**config.mk**
```make
export PLATFORM = sky130hd
export DESIGN_NAME = uart_tx_fifo_flat
export DESIGN_NICKNAME = d
export VERILOG_FILES = /design/src/rtl/uart_tx_fifo_pkg.sv /design/src/rtl/uart_tx_fifo_if.sv /design/src/rtl/uart_tx_fifo_sync_fifo.sv /design/src/rtl/uart_tx_fifo.sv /design/src/flat_wrapper.sv
export SDC_FILE = /design/constraint.sdc
export NUM_CORES = 1
export LEC_CHECK = 0
export ABC_AREA = 0
export CELL_PAD_IN_SITES_DETAIL_PLACEMENT = 0
export CELL_PAD_IN_SITES_GLOBAL_PLACEMENT = 1
export CORE_AREA = 5 5 140 142
export DETAILED_ROUTE_END_ITERATION = 10
export DIE_AREA = 0 0 145 147
export HOLD_SLACK_MARGIN = 0.08
export PLACE_DENSITY_LB_ADDON = 0.1
export REMOVE_ABC_BUFFERS = 1
export SETUP_SLACK_MARGIN = 0.4
export SLEW_MARGIN = 20
export SYNTH_ARGS = -nofsm -noshare
export SYNTH_HDL_FRONTEND = slang
export SYNTH_SLANG_ARGS = --single-unit
```
**constraint.sdc**
```tcl
create_clock -name clk -period 3.8 [get_ports clk]
set_clock_uncertainty 0.05 [all_clocks]
set_input_delay 1.14 -clock clk [delete_from_list [all_inputs] [get_ports clk]]
set_output_delay 1.14 -clock clk [all_outputs]
set_load 0.05 [all_outputs]
```
**src/rtl/uart_tx_fifo_pkg.sv**
```systemverilog
// Shared types and helpers for the UART transmitter with integrated FIFO.
// Optional LED mirror of the last written byte is enabled with UART_TX_LED_EN.
package uart_pkg;

    typedef enum logic [2:0] {
        IDLE,
        START,
        DATA,
        PARITY,
        STOP
    } tx_state_t;

    typedef enum logic [1:0] {
        PAR_NONE = 2'b00,
        PAR_EVEN = 2'b01,
        PAR_ODD  = 2'b10
    } parity_t;

    function automatic logic has_parity(input logic [1:0] parity_mode);
        return (parity_mode == PAR_EVEN) || (parity_mode == PAR_ODD);
    endfunction

    // Serial bits in one frame: start + data + optional parity + stop bits.
    function automatic int frame_bits(input int data_bit, input logic [1:0] parity_mode,
                                      input logic two_stop);
        return 1 + data_bit + (has_parity(parity_mode) ? 1 : 0) + (two_stop ? 2 : 1);
    endfunction

endpackage

```
**src/rtl/uart_tx_fifo_if.sv**
```systemverilog
// Valid/ready byte write port into the UART transmit FIFO.
interface uart_tx_fifo_if #(
    parameter int DATA_BIT = 8
);
    logic [DATA_BIT-1:0] wr_data;
    logic                wr_valid;
    logic                wr_ready;

    modport master (
        output wr_data,
        output wr_valid,
        input  wr_ready
    );

    modport slave (
        input  wr_data,
        input  wr_valid,
        output wr_ready
    );
endinterface

```
**src/rtl/uart_tx_fifo_sync_fifo.sv**
```systemverilog
// Single-clock FIFO with registered occupancy; storage is not reset, pointers are.
module uart_sync_fifo
    import uart_pkg::*;
#(
    parameter int WIDTH = 8,
    parameter int DEPTH = 4
) (
    input  logic                     clk,
    input  logic                     rst_n,
    input  logic                     push,
    input  logic [WIDTH-1:0]         push_data,
    input  logic                     pop,
    output logic [WIDTH-1:0]         pop_data,
    output logic                     full,
    output logic                     empty,
    output logic [$clog2(DEPTH):0]   count
);
    localparam int AW = $clog2(DEPTH);

    logic [WIDTH-1:0] mem [DEPTH];
    logic [AW-1:0]    wr_ptr;
    logic [AW-1:0]    rd_ptr;
    logic             do_push;
    logic             do_pop;

    assign full     = (count == (AW+1)'(DEPTH));
    assign empty    = (count == '0);
    assign do_push  = push && !full;
    assign do_pop   = pop && !empty;
    assign pop_data = mem[rd_ptr];

    always_ff @(posedge clk) begin
        if (do_push) begin
            mem[wr_ptr] <= push_data;
        end
    end

    // Pointers wrap naturally because DEPTH is a power of two.
    always_ff @(posedge clk or negedge rst_n) begin
        if (!rst_n) begin
            wr_ptr <= '0;
            rd_ptr <= '0;
            count  <= '0;
        end else begin
            if (do_push) begin
                wr_ptr <= wr_ptr + AW'(1);
            end
            if (do_pop) begin
                rd_ptr <= rd_ptr + AW'(1);
            end
            case ({do_push, do_pop})
                2'b10:   count <= count + (AW+1)'(1);
                2'b01:   count <= count - (AW+1)'(1);
                default: count <= count;
            endcase
        end
    end

endmodule

```
**src/rtl/uart_tx_fifo.sv**
```systemverilog
// UART transmitter fed by a FIFO, per-frame parity/stop configuration and baud divider.
// Define UART_TX_LED_EN to add the led output mirroring the last accepted byte.
module uart_tx_fifo
    import uart_pkg::*;
#(
    parameter int DATA_BIT = 8,
    parameter int DEPTH    = 4,
    parameter int DIV_W    = 16
) (
    input  logic                     clk,
    input  logic                     rst_n,
    input  logic [DIV_W-1:0]         clkdiv,
    input  logic [1:0]               parity_mode,
    input  logic                     two_stop,
    uart_tx_fifo_if.slave            wr,
    input  logic                     tx_en,
    output logic                     tx,
    output logic                     busy,
    output logic                     done,
    output logic [$clog2(DEPTH):0]   count,
`ifdef UART_TX_LED_EN
    output logic [DATA_BIT-1:0]      led,
`endif
    output logic                     overflow
);
    localparam int BW = $clog2(DATA_BIT);
    localparam logic [BW-1:0] LAST_BIT = BW'(DATA_BIT - 1);

    tx_state_t           state;
    logic [DIV_W-1:0]    timer;
    logic [DIV_W-1:0]    div_l;
    logic [BW-1:0]       bit_cnt;
    logic                stop_cnt;
    logic                two_l;
    logic                par_en;
    logic                par_bit;
    logic [DATA_BIT-1:0] shift;

    logic                full;
    logic                empty;
    logic                push;
    logic [DATA_BIT-1:0] fifo_q;
    logic                bit_end;
    logic                last_stop;
    logic                start_frame;

    assign wr.wr_ready = !full;
    assign push        = wr.wr_valid && !full;
    assign bit_end     = (timer == div_l);
    assign last_stop   = (state == STOP) && bit_end && (stop_cnt == two_l);
    // A frame can start from IDLE or directly out of the final stop cycle.
    assign start_frame = tx_en && !empty && ((state == IDLE) || last_stop);

    uart_sync_fifo #(
        .WIDTH (DATA_BIT),
        .DEPTH (DEPTH)
    ) u_fifo (
        .clk       (clk),
        .rst_n     (rst_n),
        .push      (push),
        .push_data (wr.wr_data),
        .pop       (start_frame),
        .pop_data  (fifo_q),
        .full      (full),
        .empty     (empty),
        .count     (count)
    );

    always_ff @(posedge clk or negedge rst_n) begin
        if (!rst_n) begin
            overflow <= 1'b0;
        end else if (wr.wr_valid && full) begin
            overflow <= 1'b1;
        end
    end

`ifdef UART_TX_LED_EN
    always_ff @(posedge clk or negedge rst_n) begin
        if (!rst_n) begin
            led <= '0;
        end else if (push) begin
            led <= wr.wr_data;
        end
    end
`endif

    // Data path: shift register and precomputed parity, loaded at frame start.
    always_ff @(posedge clk) begin
        if (start_frame) begin
            shift   <= fifo_q;
            par_bit <= (parity_mode == PAR_ODD) ? ~(^fifo_q) : ^fifo_q;
        end else if ((state == DATA) && bit_end && (bit_cnt != LAST_BIT)) begin
            shift   <= shift >> 1;
        end
    end

    always_ff @(posedge clk or negedge rst_n) begin
        if (!rst_n) begin
            state    <= IDLE;
            tx       <= 1'b1;
            busy     <= 1'b0;
            done     <= 1'b0;
            timer    <= '0;
            div_l    <= '0;
            bit_cnt  <= '0;
            stop_cnt <= 1'b0;
            two_l    <= 1'b0;
            par_en   <= 1'b0;
        end else begin
            done <= 1'b0;
            case (state)
                IDLE: begin
                    tx   <= 1'b1;
                    busy <= 1'b0;
                end
                START: begin
                    if (bit_end) begin
                        timer   <= '0;
                        bit_cnt <= '0;
                        tx      <= shift[0];
                        state   <= DATA;
                    end else begin
                        timer <= timer + DIV_W'(1);
                    end
                end
                DATA: begin
                    if (bit_end) begin
                        timer <= '0;
                        if (bit_cnt == LAST_BIT) begin
                            if (par_en) begin
                                tx    <= par_bit;
                                state <= PARITY;
                            end else begin
                                tx       <= 1'b1;
                                stop_cnt <= 1'b0;
                                state    <= STOP;
                            end
                        end else begin
                            bit_cnt <= bit_cnt + BW'(1);
                            tx      <= shift[1];
                        end
                    end else begin
                        timer <= timer + DIV_W'(1);
                    end
                end
                PARITY: begin
                    if (bit_end) begin
                        timer    <= '0;
                        tx       <= 1'b1;
                        stop_cnt <= 1'b0;
                        state    <= STOP;
                    end else begin
                        timer <= timer + DIV_W'(1);
                    end
                end
                STOP: begin
                    if (bit_end) begin
                        timer <= '0;
                        if (stop_cnt != two_l) begin
                            stop_cnt <= 1'b1;
                        end else begin
                            done  <= 1'b1;
                            tx    <= 1'b1;
                            busy  <= 1'b0;
                            state <= IDLE;
                        end
                    end else begin
                        timer <= timer + DIV_W'(1);
                    end
                end
                default: begin
                    tx    <= 1'b1;
                    busy  <= 1'b0;
                    state <= IDLE;
                end
            endcase

            // Frame start overrides the IDLE/STOP exits above and latches the config.
            if (start_frame) begin
                state  <= START;
                tx     <= 1'b0;
                busy   <= 1'b1;
                timer  <= '0;
                div_l  <= clkdiv;
                two_l  <= two_stop;
                par_en <= has_parity(parity_mode);
            end
        end
    end

endmodule

```
**src/flat_wrapper.sv**
```systemverilog
// flat-port wrapper written by rule: the top's interface ports become plain ports
module uart_tx_fifo_flat import uart_pkg::*;
#(
    parameter int DATA_BIT = 8,
    parameter int DEPTH    = 4,
    parameter int DIV_W    = 16
)
  (clk, rst_n, clkdiv, parity_mode, two_stop, tx_en, tx, busy, done, count, overflow, wr_wr_data, wr_wr_valid, wr_wr_ready);
  uart_tx_fifo_if #(.DATA_BIT(DATA_BIT)) wr_i ();
  input  logic clk;
  input  logic rst_n;
  input  logic [DIV_W-1:0] clkdiv;
  input  logic [1:0] parity_mode;
  input  logic two_stop;
  input  logic tx_en;
  output logic tx;
  output logic busy;
  output logic done;
  output logic [$clog2(DEPTH):0] count;
  output logic overflow;
  input wire logic [$bits(wr_i.wr_data)-1:0] wr_wr_data;
  input wire logic [$bits(wr_i.wr_valid)-1:0] wr_wr_valid;
  output wire logic [$bits(wr_i.wr_ready)-1:0] wr_wr_ready;
  assign wr_i.wr_data = wr_wr_data;
  assign wr_i.wr_valid = wr_wr_valid;
  assign wr_wr_ready = wr_i.wr_ready;
  uart_tx_fifo #(.DATA_BIT(DATA_BIT), .DEPTH(DEPTH), .DIV_W(DIV_W)) u_core (.clk(clk), .rst_n(rst_n), .clkdiv(clkdiv), .parity_mode(parity_mode), .two_stop(two_stop), .wr(wr_i), .tx_en(tx_en), .tx(tx), .busy(busy), .done(done), .count(count), .overflow(overflow));
endmodule
```
==> qor.csv, run 1 <==
metric;value;unit
status;finished, final reports clean;
cp_max_fo;6;
gp_congestion;0.7058;
max_freq;0.3280;GHz
hold_viol;0;
synth_ff_type;dfrtp_1;
pin_count;39;
synth_area;4451;µm²
finalSetupTns;0;ps
maxSlewViolCount;0;
endpoint_kind;output port;
instances_no_fill;615;
leakagePower;2.182;nW
syn2layout_area_growth;21.03;%
antenna_cells;0;
yosysWarnings;0;
die_h;147;µm
nets;417;
yosysMostFrequentCell;dfrtp_1;
ant_nets;0;
cts_tree;built;
placedCellCount;599;
syn_area_per_cell;13.29;µm²
cts.path.max_buffers;2;
worst_hold_slack;431.9;ps
rsz0062_at_grt;false;
intPower;1.813;mW
ys_types;46;
relSlewSlack;0.4831;
grt_max_degree;41;
synthArstFlopShare;0.5591;
grt_use_total;0.09604;
path_class;reg -> out;
critPathLaunchType;flop;
synth_edf_count;41;
cp.arrival;1860;ps
fp-row-count;50;
htreeDepth;3;
viasPerCell;4.333;
core_area;18330;µm²
synthCells;335;
io_buffers;38;
netSwitchingFraction;0.2989;
p_sw;772.9;µW
drcViolationCount;0;
grt_pass1_wl;15.96;mm
netlist.area_leader.share;0.2868;
cp.required;2610;ps
seqPwrFrac;0.469;
power_density;480.1;nW/µm²
antenna_found_initial;0;
comb_power_share;0.170;
firstDrtPassIters;4;
synth.area.top_cells;dfrtp_1 29%, edfxtp_1 28%, mux2_4 7.1%;
ir_drop;0.0003084;V
grt_pass1_vias;2809;
root_buffer;clkbuf_16;
cts_setup_buffers;0;
wl;9.857;mm
yosysSeqAreaShare;0.5693;
synth_seq_cells;93;
setup_slack;751.1;ps
dpl.hpwl;6.896;mm
drv_cap;0;
p_clk_frac;0.361;
post-route-period-util;0.8023;
start_util;0.2428;
pre_cts_ws;441.8;ps
grt_overflow;0;
cts_resized;0;
drt_iter0_markers;190;
dieWidth;145;µm
layout-drive-gt1-share;0.1601;
yosysTopAreaCell;dfrtp_1;
fin_crit;3049;ps
hp-class;reg -> reg;
ctsHoldBuffers;0;
tightestPinTransition;768.7;ps
num_vias;2665;
fp.dieArea;21320;µm²
clkLatencyLatePin;350;ps
wire_per_inst;16.03;µm
clock-sinks;93;
synth_commonest_cells;51 x dfrtp_1, 41 x edfxtp_1, 30 x xnor2_1, 21 x mux2_4, 20 x nor2_1;
setup_viol;0;
cts.clk_slew.worst_paths;80;ps
cts_buffers;9;
-- logic make-up after synthesis --
group | after synthesis | share of synthesized area
multiplexers | 36 | 0.1285
AO/OA/AOI/OAI | 49 | 0.07647
buffers and inverters | 28 | 0.03092
adder cells (fa/ha/maj) | 10 | 0.02980
AND/OR/NAND/NOR | 84 | 0.09615
XOR/XNOR | 35 | 0.06888
flip-flops | 93 | 0.5693
-- critical path, cell delays in order, from the launching register on --
cell,delay [ps]
dfrtp_1,430
nor2_1,80
nand2_1,160
clkdlybuf4s50_1,840
-- through the flow --
stage	power [mW]	util	cell area, µm²
after global routing	2.727	0.2939	5386
after global placement	1.682	0.2771	5080
after CTS	2.636	0.2937	5384
after detailed placement	1.684	0.2771	5080
after floorplan	1.510	-	4365
final	2.586	0.2939	5386
-- flip-flops by register name, summed over array words and instances (netlist names) --
signal / flops
u_core.par_en: 1
u_core.busy: 1
u_core.done: 1
u_core.tx: 1
u_core.stop_cnt: 1
u_core.shift: 8
u_core.u_fifo.rd_ptr: 2
u_core.timer: 16
u_core.state: 3
u_core.par_bit: 1
u_core.bit_cnt: 3
u_core.u_fifo.mem: 32
u_core.div_l: 16
u_core.two_l: 1
u_core.overflow: 1
u_core.u_fifo.wr_ptr: 2
u_core.u_fifo.count: 3
-- routing by layer --
layer  routed length [µm]  GRT usage  vias up  share of wire
met5                    0          0        -              0
met1                 5159     0.1398     1309           0.52
met4                  170    0.03814        0          0.017
li1                     -          -     1303              -
met2                 4215     0.1354       41           0.43
met3                  310    0.02498       12          0.031
-- cell type report --
type	count	area, µm²
inverter	14	52.55
multi-input combinational	214	1780
tap	234	292.8
clock inverter	7	78.83
fill	1880	12940
clock buffer	9	225.2
sequential	93	2534
timing repair buffer	44	422.9
-- power groups by stage --
stage,Combinational (mW),Clock (mW),Sequential (mW)
final,0.439,0.933,1.21
after global routing,0.482,1.02,1.23
after CTS,0.450,0.971,1.22
after detailed placement,0.447,0,1.24
after global placement,0.449,0,1.23
after floorplan,0.211,0,1.30
-- worst paths after layout --
path / endpoint / from / slack, ps / cells after the start
setup / recovery: wr_wr_ready / u_core.u_fifo.count[0] / 750 / 3
hold / removal: u_core.overflow / u_core.overflow / 430 / 1
setup reg to reg: u_core.u_fifo.count[2] / u_core.timer[10] / 870 / 12
hold reg to reg: u_core.overflow / u_core.overflow / 430 / 1
max in group asynchronous: u_core.timer[10] / rst_n / 2410 / 2
min in group asynchronous: u_core.bit_cnt[0] / rst_n / 720 / 1
-- cells in the final DEF, fill, tap and decap left out, types with 8 or more instances in the layout --
cell type,instances
dfrtp_1,51
edfxtp_1,41
clkdlybuf4s50_1,37
xnor2_1,30
mux2_4,21
nor2_1,20
nand2_1,17
inv_1,14
o21ai_0,14
and3_1,12
a22o_1,11
ha_1,9
clkbuf_16,9
mux4_2,8
nor3_1,8
nand3_1,8
No activity file was read; power rests on OpenSTA's default activity.
==> run 2: changes to the inputs <==
==> constraint.sdc (replaced) <==
create_clock -name clk -period 2.6 [get_ports clk]
set_clock_uncertainty 0.05 [all_clocks]
set_input_delay 0.78 -clock clk [delete_from_list [all_inputs] [get_ports clk]]
set_output_delay 0.78 -clock clk [all_outputs]
set_load 0.05 [all_outputs]
==> run 2 against run 1 <==
Against the previous run:
- the run now ends with negative setup slack left
- sequential power rose by 46%
- wire length up 1.9%
- total power rose by 47%
- critical path type is now reg -> reg
- critical endpoint is now u_core.u_fifo.count[2]
- largest cell class unchanged
- largest power group unchanged
==> qor.csv, run 2 (synthesis gave the netlist of run 1 again) <==
metric;value;unit;change
wire_per_inst;15.08;µm;was 16.03 µm
cp_slowest_cell;dfrtp_1;;was clkdlybuf4s50_1
setup_slack;-6.287;ps;was 751.1 ps
grt_max_degree;53;;was 41
critPathLaunchType;flop;;unchanged
setup_viol;1;;was 0
clkLatencyLatePin;350;ps;about the same
worst_hold_slack;379.2;ps;was 431.9 ps
place_area;5380;µm²;was 5080 µm²
wl;10.04;mm;was 9.857 mm
tightestPinTransition;513.1;ps;was 768.7 ps
ant_nets;0;;unchanged
dieWidth;145;µm;unchanged
grt_use_total;0.09808;;was 0.09604
drv_cap;0;;unchanged
leakagePower;2.487;nW;was 2.182 nW
syn2layout_area_growth;33.12;%;was 21.03%
cts_tree;built;;unchanged
io_buffers;38;;unchanged
nets;468;;was 417
crit_family;simple AND/OR/NAND/NOR gates;;was buffers and inverters
drt_iter0_markers;183;;was 190
cts.path.max_buffers;2;;unchanged
antenna_cells;0;;unchanged
maxSlewViolCount;0;;unchanged
stdcell_area;5924;µm²;was 5386 µm²
firstDrtPassIters;4;;unchanged
dpl.hpwl;6.932;mm;was 6.896 mm
layout_commonest_cell;dfrtp_1;;unchanged
htreeDepth;3;;unchanged
status;finished, violations left;;was finished, final reports clean
die_h;147;µm;unchanged
worstPathCellList;xnor2_1 -> nand4_1 -> nor4_4 -> nand2_2 -> a211o_2 -> inv_2 -> ha_4 -> inv_2 -> fa_2 -> xor2_1 -> nor2_1 -> xor2_1;;was nor2_1 -> nand2_1 -> clkdlybuf4s50_1
drcViolationCount;0;;unchanged
largest_registers;u_core.u_fifo.mem x32, u_core.div_l x16, u_core.timer x16;;unchanged
num_vias;2847;;was 2665
relSlewSlack;0.6580;;was 0.4831
cp.required;2820;ps;was 2610 ps
endpoint_kind;flop;;was output port
grt_pass1_vias;2967;;was 2809
ctsHoldBuffers;0;;unchanged
viasPerCell;4.275;;was 4.333
pre_cts_ws;-280.7;ps;was 441.8 ps
mostFrequentLayoutCells;51 x dfrtp_1, 46 x buf_4, 41 x edfxtp_1;;was 51 x dfrtp_1, 41 x edfxtp_1, 37 x clkdlybuf4s50_1
fp-row-count;50;;unchanged
post-route-period-util;1.002;;
violations;negative setup slack;;
cp.arrival;2830;ps;was 1860 ps
ir_drop;0.0005864;V;was 0.0003084 V
max_freq;0.3837;GHz;
placedCellCount;636;;was 599
regMostFlops;u_core.u_fifo.mem;;unchanged
cts.clk_slew.worst_paths;70;ps;was 80 ps
fin_crit;2606;ps;
cp_max_fo;2;;was 6
path_class;reg -> reg;;was reg -> out
hold_viol;0;;unchanged
cts_buffers;9;;unchanged
instances_no_fill;666;;was 615
hp-class;in -> async;;was reg -> reg
finalSetupTns;-6.287;ps;was 0 ps
fp.dieArea;21320;µm²;unchanged
clock-sinks;93;;unchanged
critPathBufInv;2;;was 1
grt_overflow;0;;unchanged
power_density;643.7;nW/µm²;was 480.1 nW/µm²
pin_count;39;;unchanged
rsz0062_at_grt;true;;was false
gp_congestion;0.7438;;was 0.7058
core_area;18330;µm²;unchanged
antenna_found_initial;0;;unchanged
layout-drive-gt1-share;0.2824;;was 0.1601
root_buffer;clkbuf_16;;unchanged
start_util;0.2428;;unchanged
grt_pass1_wl;16.39;mm;was 15.96 mm
max_stage_delay;390;ps;was 840 ps
largest_reg_flops;32;;unchanged
[run 2: cell count changes in the layout (fill, tap and decap cells not counted), sizes merged, moves of 2 or more]
cell,before,now
inv,20,17
dlygate4sd2,0,6
clkinvlp,0,2
buf,7,59
clkdlybuf4s50,37,29
[run 2: layout make-up]
cell class,count,area [µm²]
timing repair buffer,95,912.1
clock buffer,9,225.2
fill,1865,12410
tap,234,292.8
clock inverter,7,82.58
inverter,14,52.55
multi-input combinational,214,1826
sequential,93,2534
[run 2: what timing repair did]
| action | 4_1_cts | 5_1_grt |
|---|---|---|
| resized for setup | 29 | 13 |
| endpoints found under the setup margin | 53 | 54 |
| cloned | 1 | 0 |
| pin swaps | 9 | 5 |
| buffers inserted | 5 | 8 |
[run 2: per-layer routing]
| layer | track usage | wire [µm] |
|---|---|---|
| met5 | 0 | 0 |
| met4 | 0.03955 | 167 |
| met3 | 0.02375 | 321 |
| met2 | 0.1409 | 4310 |
| met1 | 0.1414 | 5242 |
[run 2: path summary, 6_finish.rpt]
kind / startpoint / to / slack, ps / depth (start not counted)
hold reg to reg: u_core.overflow / u_core.overflow / 420 / 1
setup reg to reg: u_core.div_l[5] / u_core.u_fifo.count[2] / -6 / 12
min in group clk: u_core.overflow / u_core.overflow / 420 / 1
hold / removal: rst_n / u_core.par_en / 380 / 2
setup / recovery: u_core.div_l[5] / u_core.u_fifo.count[2] / -6 / 12
max in group asynchronous: rst_n / u_core.tx / 1840 / 2
[run 2: where the power goes]
group | internal, mW | switching, mW | total (mW) | leakage, nW
sequential | 1.70 | 0.0714 | 1.77 | 1.01
clock | 0.762 | 0.619 | 1.38 | 0.146
combinational | 0.260 | 0.400 | 0.660 | 1.33
total | 2.72 | 1.09 | 3.81 | 2.49
[run 2: stage by stage]
stage,util,total power [mW]
after global placement,0.2935,2.464
after CTS,0.3173,3.869
final,0.3232,3.814
after global routing,0.3232,4.004
after floorplan,-,2.207
after detailed placement,0.2935,2.473
